`config.mk`:
```
export PLATFORM = sky130hd
export DESIGN_NAME = mac27_chain_slice_flat
export DESIGN_NICKNAME = d
export VERILOG_FILES = /design/src/rtl/mac27_chain_slice_pkg.sv /design/src/rtl/mac27_chain_slice_if.sv /design/src/rtl/mac27_chain_slice_pipe_reg.sv /design/src/rtl/mac27_chain_slice.sv /design/src/flat_wrapper.sv
export SDC_FILE = /design/constraint.sdc
export NUM_CORES = 2
export LEC_CHECK = 0
export ABC_AREA = 1
export BUFFER_PORTS_ARGS = -buffer_cell sky130_fd_sc_hd__buf_2
export CORE_ASPECT_RATIO = 1.75
export CORE_MARGIN = 3
export CORE_UTILIZATION = 50
export CTS_CLUSTER_SIZE = 28
export DETAILED_ROUTE_END_ITERATION = 16
export HOLD_SLACK_MARGIN = 0.1
export PLACE_DENSITY_LB_ADDON = 0.2
export SYNTH_ARGS = -nofsm -noshare
export SYNTH_HDL_FRONTEND = slang
export SYNTH_SLANG_ARGS = --single-unit
```
`constraint.sdc`:
```
create_clock -name clk -period 9.14 [get_ports clk]
set_input_delay 0.457 -clock clk [delete_from_list [all_inputs] [get_ports clk]]
set_output_delay 0.457 -clock clk [all_outputs]
set_load 0.01 [all_outputs]
```
`src/rtl/mac27_chain_slice_pkg.sv`:
```
// Shared constants and helpers for the mac27 chain slice.
package mac27_pkg;

  localparam int MAX_OPERAND = 27;
  localparam int ACC_WIDTH   = 64;

  localparam int ENA_IN   = 0;
  localparam int ENA_PIPE = 1;
  localparam int ENA_OUT  = 2;

  function automatic int mac27_latency(input int input_pipe, input int second_pipe);
    return 2 + input_pipe + second_pipe;
  endfunction

endpackage

```
`src/rtl/mac27_chain_slice_if.sv`:
```
// Operand, enable and result bundle of one mac27 slice.
// MAC27_SCANOUT_EN adds the registered ay operand as scanout.
interface mac27_chain_slice_if #(
  parameter int AX_WIDTH       = 27,
  parameter int AY_WIDTH       = 27,
  parameter int RESULT_A_WIDTH = 64,
  parameter int CHAIN_WIDTH    = 64
);

  logic [2:0]                ena;
  logic [AX_WIDTH-1:0]       ax;
  logic [AY_WIDTH-1:0]       ay;
  logic [CHAIN_WIDTH-1:0]    chainin;
  logic [RESULT_A_WIDTH-1:0] resulta;
  logic [CHAIN_WIDTH-1:0]    chainout;

`ifdef MAC27_SCANOUT_EN
  logic [AY_WIDTH-1:0]       scanout;

  modport master (output ena, ax, ay, chainin, input resulta, chainout, scanout);
  modport slave  (input ena, ax, ay, chainin, output resulta, chainout, scanout);
`else
  modport master (output ena, ax, ay, chainin, input resulta, chainout);
  modport slave  (input ena, ax, ay, chainin, output resulta, chainout);
`endif

endinterface

```
`src/rtl/mac27_chain_slice_pipe_reg.sv`:
```
// Register with synchronous clear and clock enable; BYPASS=1 makes it a wire.
module mac27_pipe_reg #(
  parameter int WIDTH  = 64,
  parameter bit BYPASS = 1'b0
) (
  input  logic             clk,
  input  logic             clr,
  input  logic             en,
  input  logic [WIDTH-1:0] d,
  output logic [WIDTH-1:0] q
);

  if (BYPASS) begin : g_bypass
    logic unused_ctrl;
    assign unused_ctrl = clk ^ clr ^ en;
    assign q = d;
  end else begin : g_reg
    always_ff @(posedge clk) begin
      if (clr)
        q <= '0;
      else if (en)
        q <= d;
    end
  end

endmodule

```
`src/rtl/mac27_chain_slice.sv`:
```
// Signed 27x27 multiply with optional pipeline stages and a 64-bit cascade adder.
// Define MAC27_SCANOUT_EN to expose the registered ay operand on bus.scanout.
module mac27_chain_slice
  import mac27_pkg::*;
#(
  parameter int AX_WIDTH           = 27,
  parameter int AY_WIDTH           = 27,
  parameter int RESULT_A_WIDTH     = 64,
  parameter int CHAIN_WIDTH        = 64,
  parameter int INPUT_PIPELINE_EN  = 0,
  parameter int SECOND_PIPELINE_EN = 1,
  parameter int USE_CHAINADDER     = 0
) (
  input logic clk,
  input logic clr,
  mac27_chain_slice_if.slave bus
);

  localparam int PROD_WIDTH = AX_WIDTH + AY_WIDTH;

  if (AX_WIDTH < 1 || AX_WIDTH > MAX_OPERAND || AY_WIDTH < 1 || AY_WIDTH > MAX_OPERAND ||
      RESULT_A_WIDTH < 1 || RESULT_A_WIDTH > ACC_WIDTH) begin : g_bad_width
    $error("mac27_chain_slice: operand width above 27 or result width above 64");
  end

  logic [AX_WIDTH-1:0]          ax_q;
  logic [AY_WIDTH-1:0]          ay_q;
  logic signed [AX_WIDTH-1:0]   ax_s;
  logic signed [AY_WIDTH-1:0]   ay_s;
  logic signed [PROD_WIDTH-1:0] prod;
  logic [ACC_WIDTH-1:0]         prod_ext;
  logic [ACC_WIDTH-1:0]         pipe1_q;
  logic [ACC_WIDTH-1:0]         pipe2_q;
  logic [ACC_WIDTH-1:0]         chain_ext;
  logic [ACC_WIDTH-1:0]         sum;
  logic [ACC_WIDTH-1:0]         out_q;

  mac27_pipe_reg #(.WIDTH(AX_WIDTH), .BYPASS(1'b0)) u_ax_reg (
    .clk(clk), .clr(clr), .en(bus.ena[ENA_IN]), .d(bus.ax), .q(ax_q)
  );

  mac27_pipe_reg #(.WIDTH(AY_WIDTH), .BYPASS(1'b0)) u_ay_reg (
    .clk(clk), .clr(clr), .en(bus.ena[ENA_IN]), .d(bus.ay), .q(ay_q)
  );

  // Operands are widened to the full product width before multiplying so no bits are lost.
  assign ax_s     = ax_q;
  assign ay_s     = ay_q;
  assign prod     = PROD_WIDTH'(ax_s) * PROD_WIDTH'(ay_s);
  assign prod_ext = ACC_WIDTH'(prod);

  mac27_pipe_reg #(.WIDTH(ACC_WIDTH), .BYPASS(INPUT_PIPELINE_EN == 0)) u_pipe1 (
    .clk(clk), .clr(clr), .en(bus.ena[ENA_PIPE]), .d(prod_ext), .q(pipe1_q)
  );

  mac27_pipe_reg #(.WIDTH(ACC_WIDTH), .BYPASS(SECOND_PIPELINE_EN == 0)) u_pipe2 (
    .clk(clk), .clr(clr), .en(bus.ena[ENA_PIPE]), .d(pipe1_q), .q(pipe2_q)
  );

  assign chain_ext = ACC_WIDTH'(signed'(bus.chainin));
  assign sum       = pipe2_q + ((USE_CHAINADDER != 0) ? chain_ext : '0);

  mac27_pipe_reg #(.WIDTH(ACC_WIDTH), .BYPASS(1'b0)) u_out_reg (
    .clk(clk), .clr(clr), .en(bus.ena[ENA_OUT]), .d(sum), .q(out_q)
  );

  assign bus.resulta  = out_q[RESULT_A_WIDTH-1:0];
  assign bus.chainout = CHAIN_WIDTH'(signed'(out_q));

`ifdef MAC27_SCANOUT_EN
  assign bus.scanout = ay_q;
`endif

endmodule

```
`src/flat_wrapper.sv`:
```
// flat-port wrapper written by rule: the top's interface ports become plain ports
module mac27_chain_slice_flat import mac27_pkg::*;
#(
  parameter int AX_WIDTH           = 27,
  parameter int AY_WIDTH           = 27,
  parameter int RESULT_A_WIDTH     = 64,
  parameter int CHAIN_WIDTH        = 64,
  parameter int INPUT_PIPELINE_EN  = 0,
  parameter int SECOND_PIPELINE_EN = 1,
  parameter int USE_CHAINADDER     = 0
)
  (clk, clr, bus_ena, bus_ax, bus_ay, bus_chainin, bus_resulta, bus_chainout);
  mac27_chain_slice_if #(.AX_WIDTH(AX_WIDTH), .AY_WIDTH(AY_WIDTH), .RESULT_A_WIDTH(RESULT_A_WIDTH), .CHAIN_WIDTH(CHAIN_WIDTH)) bus_i ();
  input logic clk;
  input logic clr;
  input wire logic [$bits(bus_i.ena)-1:0] bus_ena;
  input wire logic [$bits(bus_i.ax)-1:0] bus_ax;
  input wire logic [$bits(bus_i.ay)-1:0] bus_ay;
  input wire logic [$bits(bus_i.chainin)-1:0] bus_chainin;
  output wire logic [$bits(bus_i.resulta)-1:0] bus_resulta;
  output wire logic [$bits(bus_i.chainout)-1:0] bus_chainout;
  assign bus_i.ena = bus_ena;
  assign bus_i.ax = bus_ax;
  assign bus_i.ay = bus_ay;
  assign bus_i.chainin = bus_chainin;
  assign bus_resulta = bus_i.resulta;
  assign bus_chainout = bus_i.chainout;
  mac27_chain_slice #(.AX_WIDTH(AX_WIDTH), .AY_WIDTH(AY_WIDTH), .RESULT_A_WIDTH(RESULT_A_WIDTH), .CHAIN_WIDTH(CHAIN_WIDTH), .INPUT_PIPELINE_EN(INPUT_PIPELINE_EN), .SECOND_PIPELINE_EN(SECOND_PIPELINE_EN), .USE_CHAINADDER(USE_CHAINADDER)) u_core (.clk(clk), .clr(clr), .bus(bus_i));
endmodule
```
Yosys cells after proc, flatten, opt, wreduce, memory -nomap -nowiden
Index checks and enable logic that the tools add are counted.
{ "op_classes": {"multipliers": 1} }
{ "op_table": {"columns": ["cell", "n"], "rows": [
  ["$mul A27 B27 Y54", 1]
]} }
{ "totals": {"reg_bits": 162, "inputBits": 123, "out_inout_bits": 128, "wordCells": 5} }

Longest topological paths before layout
{ "logic_depth": {"ltp_word": 1, "mapped_depth": 33, "depth_no_buf": 31} }

By module
From an unflattened synthesis, not the netlist that was laid out.
{ "unflattened": {"cells_unflattened": 5021, "hier_area_um2": 37173.2} }
{ "by_module_without_submodules": {"columns": ["module", "instances", "cells_per_inst", "area_per_inst_um2", "seq_area_each_um2"], "rows": [
  ["mac27_chain_slice", 1, 3805, 28885.2, 0.0],
  ["mac27_pipe_reg at u_core.u_out_reg ...", 2, 405, 2666.3, 1281.2],
  ["mac27_pipe_reg at u_core.u_ax_reg ...", 2, 171, 1237.4, 540.5],
  ["mac27_pipe_reg at u_core.u_pipe1", 1, 64, 480.5, 0.0]
]} }

Least setup slack after synthesis
No wires, ideal clock.
{ "synth_timing": {"path_type": "register to register", "start": "register u_core.u_ax_reg.q[26]", "end": "register, netlist name u_core.u_pipe2.q[53]", "setup_ps": 109, "t_arrival_ps": 6471, "required_time_ps": 9031, "path_slack_ps": 2560, "path_stages_with_launch": 30, "path_buffers": 2, "period_less_slack_ps": 6580, "cell_sequence": "dfxtp_1 -> clkbuf_1 -> buf_1 -> nand2_1 -> inv_1 -> fa_1 -> fa_1 -> inv_1 -> fa_1 -> inv_1 -> fa_1 -> fa_1 -> inv_1 -> fa_1 -> inv_1 -> fa_1 -> ha_1 -> nand2_1 -> inv_1 -> nand3_1 -> nor2_1 -> nand3_1 -> nor2_1 -> nand2_1 -> inv_1 -> nor2_1 -> nand2_1 -> nand3_1 -> nand2_1 -> inv_1"} }
{ "synth_between": {"elab_chain_len": 1} }
{ "synth_rtl": {"columns": ["item", "line_no", "rtl"], "rows": [
  ["from (decl)", "mac27_chain_slice_pipe_reg.sv:10", "output logic [WIDTH-1:0] q"],
  ["from (signal assigned)", "mac27_chain_slice_pipe_reg.sv:20", "q <= '0;"],
  ["from (signal assigned)", "mac27_chain_slice_pipe_reg.sv:22", "q <= d;"],
  ["$mul A27 B27 Y54", "mac27_chain_slice.sv:49", "assign prod = PROD_WIDTH'(ax_s) * PROD_WIDTH'(ay_s);"]
]} }
No other way between the ends.
A chain may end at the register's enable or synchronous reset.

Worst setup path after layout
{ "layout_timing": {"start": "register u_core.u_ax_reg.q[26]", "end": "register u_core.u_pipe2.q[49]"} }
{ "layout_between": {"elab_chain_len": 1} }
{ "layout_rtl": {"columns": ["item", "line_no"], "rows": [
  ["$mul A27 B27 Y54", "mac27_chain_slice.sv:49"],
  ["to (signal assigned)", "mac27_chain_slice_pipe_reg.sv:20"],
  ["to (signal assigned)", "mac27_chain_slice_pipe_reg.sv:22"],
  ["to (decl)", "mac27_chain_slice_pipe_reg.sv:10"]
]} }
No other way between the ends.

==> results.toml <==
[die]
start_util_pct = 50.8
die_y_um = 356
io_pins = 251
coreArea_um2 = 69000
die_area_um2 = 73300
row_count = 127
fp.dieW_um = 206

[cells_and_area]
nNetsFinal = 5656
drive_above_1_share_pct = 8.39
syn_to_final_growth_pct = 5.32
layout.cells.non_filler = 5531
finish.instance_area_um2 = 36900
final_common_cell = "inv_1"
fin_util_pct = 53.5
final_cell_mix = "inv_1 (1395), nand2_1 (1113), fa_1 (761)"

[clocking]
cts.sink_count = 162
clock_latency_ns = 0.45
clkSlewWorstSetupHoldPaths_ns = 0.08
cts_resized = 0
cts_inserted_buffers = 17
htree_levels = 4
hold_buffers = 0
post_cts.repair.setup_buffers = 0
cts_tree = "built"
cts.path.max_buffers = 2
cts_root_buf = "clkbuf_16"

[logic_synthesis]
synthFlopType = "dfxtp_1"
yosysWarnings = 0
synth_area_um2 = 35000
synth_edf_count = 0
seq_area_frac_synth_pct = 9.27
syn-num-nets = 5666
syn_avg_cell_area_um2 = 7.57
synthCells = 4624
yosys_register_bits = 162
async_reset_ff_share_pct = 0
synthDistinctLibCells = 35

[pwr]
peakVddDrop_mv = 0.261
internal_power_mw = 4.01
p_leak_nw = 22.0
combPwrFrac_pct = 82.8
p_sw_mw = 6.06
p_seq_share_pct = 9.5
sw_frac_of_total_pct = 60.2
power.total_mw = 10.1
power_density_nw_per_um2 = 273
clkPwrFrac_pct = 7.7

[global_route]
antenna_found_initial = 2
grt_max_degree = 85
grt_pass1_vias = 29473
overflow = 0
grt_pass1_wl_um = 161000
grtUsageTotal_pct = 28.9

[worst_setup_path]
path_max_fanout = 10
startpoint_type = "register"
path_class = "reg -> reg"
end_kind = "register"
critPathArrivalTime_ns = 7.86
worstPathRequired_ns = 9.49

[flow_run]
drv_cap = 0

[timing]
hold_violations = 0
setup_violations = 0
rsz0062_at_grt = "false"
slew_viol_final = 0
fin_hold_ws_ns = 0.224
period_share_pct = 82.2
min_period_ns = 7.51
max_freq_ghz = 0.133
fin_setup_tns_ns = 0
worst_slack_ns = 1.63
worst_pin_slew_ns = 1.23
max-slew-margin-rel_pct = 18.1
final.setup_skew_ns = 0.0165

[placed_design]
portBuffers = 186
place_ws_ns = 1.66
dp_cells = 5498
dp_hpwl_um = 84300
placement.cell_area_um2 = 36200
place_congestion = 0.990

[worst_hold_path]
hold_class = "in -> reg"

[run_status]
outcome = "finished clean"

[routing]
first_pass_iters = 5
ant_nets = 0
via_count = 27642
first_iter_violations = 1539
viasPerCell = 5.00
drt_wl_total_um = 101000
route.detailed.drc = 0
post_drt_wl_per_cell_um = 18.3
[power groups by stage]
stage / sequential, mW / clock (mW) / combinational (mW)
detailed placement: 0.974 / 0 / 8.26
CTS: 0.959 / 0.785 / 8.35
global route: 0.973 / 0.805 / 9.36
global placement: 0.972 / 0 / 8.25
finish: 0.961 / 0.776 / 8.34
floorplan: 0.898 / 0 / 5.78
[Yosys cell counts, drive strengths merged, types with 9 or more instances]
master | n | area share (%)
a21oi | 99 | 1.4
buf | 145 | 2.4
clkbuf | 141 | 1.5
dfxtp | 162 | 9.3
fa | 761 | 44
ha | 158 | 5.6
inv | 1406 | 15
nand2 | 1143 | 13
nand3 | 83 | 1.2
nand4 | 22 | 0.39
nor2 | 301 | 3.6
nor3 | 9 | 0.21
o21ai | 142 | 2.0
o21bai | 9 | 0.20
xor2 | 18 | 0.45
[sequential cells by signal, summed over array words and instances, names as in the netlist]
register / flops
u_core.u_pipe2.q: 54
u_core.u_out_reg.q: 54
u_core.u_ax_reg.q: 27
u_core.u_ay_reg.q: 27
[worst max-delay path, cell delays in order, from the launching register on]
cell and delay, ns:
dfxtp_1 0.60, nand2_1 0.18, inv_1 0.16, fa_1 0.55, fa_1 0.79, inv_1 0.27, fa_1 0.80, inv_1 0.27
fa_1 0.52, fa_1 0.57, fa_1 0.43, fa_1 0.44, ha_1 0.47, nand2_1 0.08, inv_1 0.11, nand2_1 0.09
nor3_1 0.34, nand2_1 0.12, nor2_1 0.12, nand2_1 0.10, nand4_1 0.12, nand3_1 0.12, nand2_1 0.10, inv_1 0.04
[area by class of cell]
| class | count | area, um2 |
|---|---|---|
| sequential | 162 | 3250 |
| clock inverter | 15 | 185 |
| clock buffer | 17 | 425 |
| fill | 6832 | 32100 |
| tap | 903 | 1130 |
| antenna | 1 | 2.50 |
| multi-input combinational | 2768 | 25100 |
| timing repair buffer | 257 | 1460 |
| inverter | 1408 | 5290 |
[layer usage]
metal / share of wire (%) / global-route usage (%) / vias up
met3: 6.0 / 4.09 / 258
li1: - / - / 12777
met2: 53 / 52.5 / 943
met5: 0 / 0 / -
met4: 5.5 / 13.0 / 0
met1: 36 / 33.4 / 13664
[worst paths after layout]
kind	start	end	slack, ns	depth (start not counted)
worst max-delay path	u_core.u_ax_reg.q[26]$_SDFFE_PP0P_	u_core.u_pipe2.q[49]$_SDFFE_PP0P_	1.63	23
worst min register to register	u_core.u_pipe2.q[31]$_SDFFE_PP0P_	u_core.u_out_reg.q[31]$_SDFFE_PP0P_	0.47	2
worst min-delay path	bus_ay[9]	u_core.u_ay_reg.q[9]$_SDFFE_PP0P_	0.22	3
worst max register to register	u_core.u_ax_reg.q[26]$_SDFFE_PP0P_	u_core.u_pipe2.q[49]$_SDFFE_PP0P_	1.63	23
[logic make-up (layout without fill, tap and decap cells)]
group	count (synthesis)	count (layout)	share of synthesized area, %
other	0	1	0
and+or+nand+nor	1565	1565	18.1
adders and majority gates	919	919	49.2
xor gates and xnor gates	23	23	0.576
buffers and inverters	1694	1697	19.0
DFF	162	162	9.27
AOI/OAI and AO/OA	261	261	3.92
Note: power is estimated with default switching activity, not from simulation.
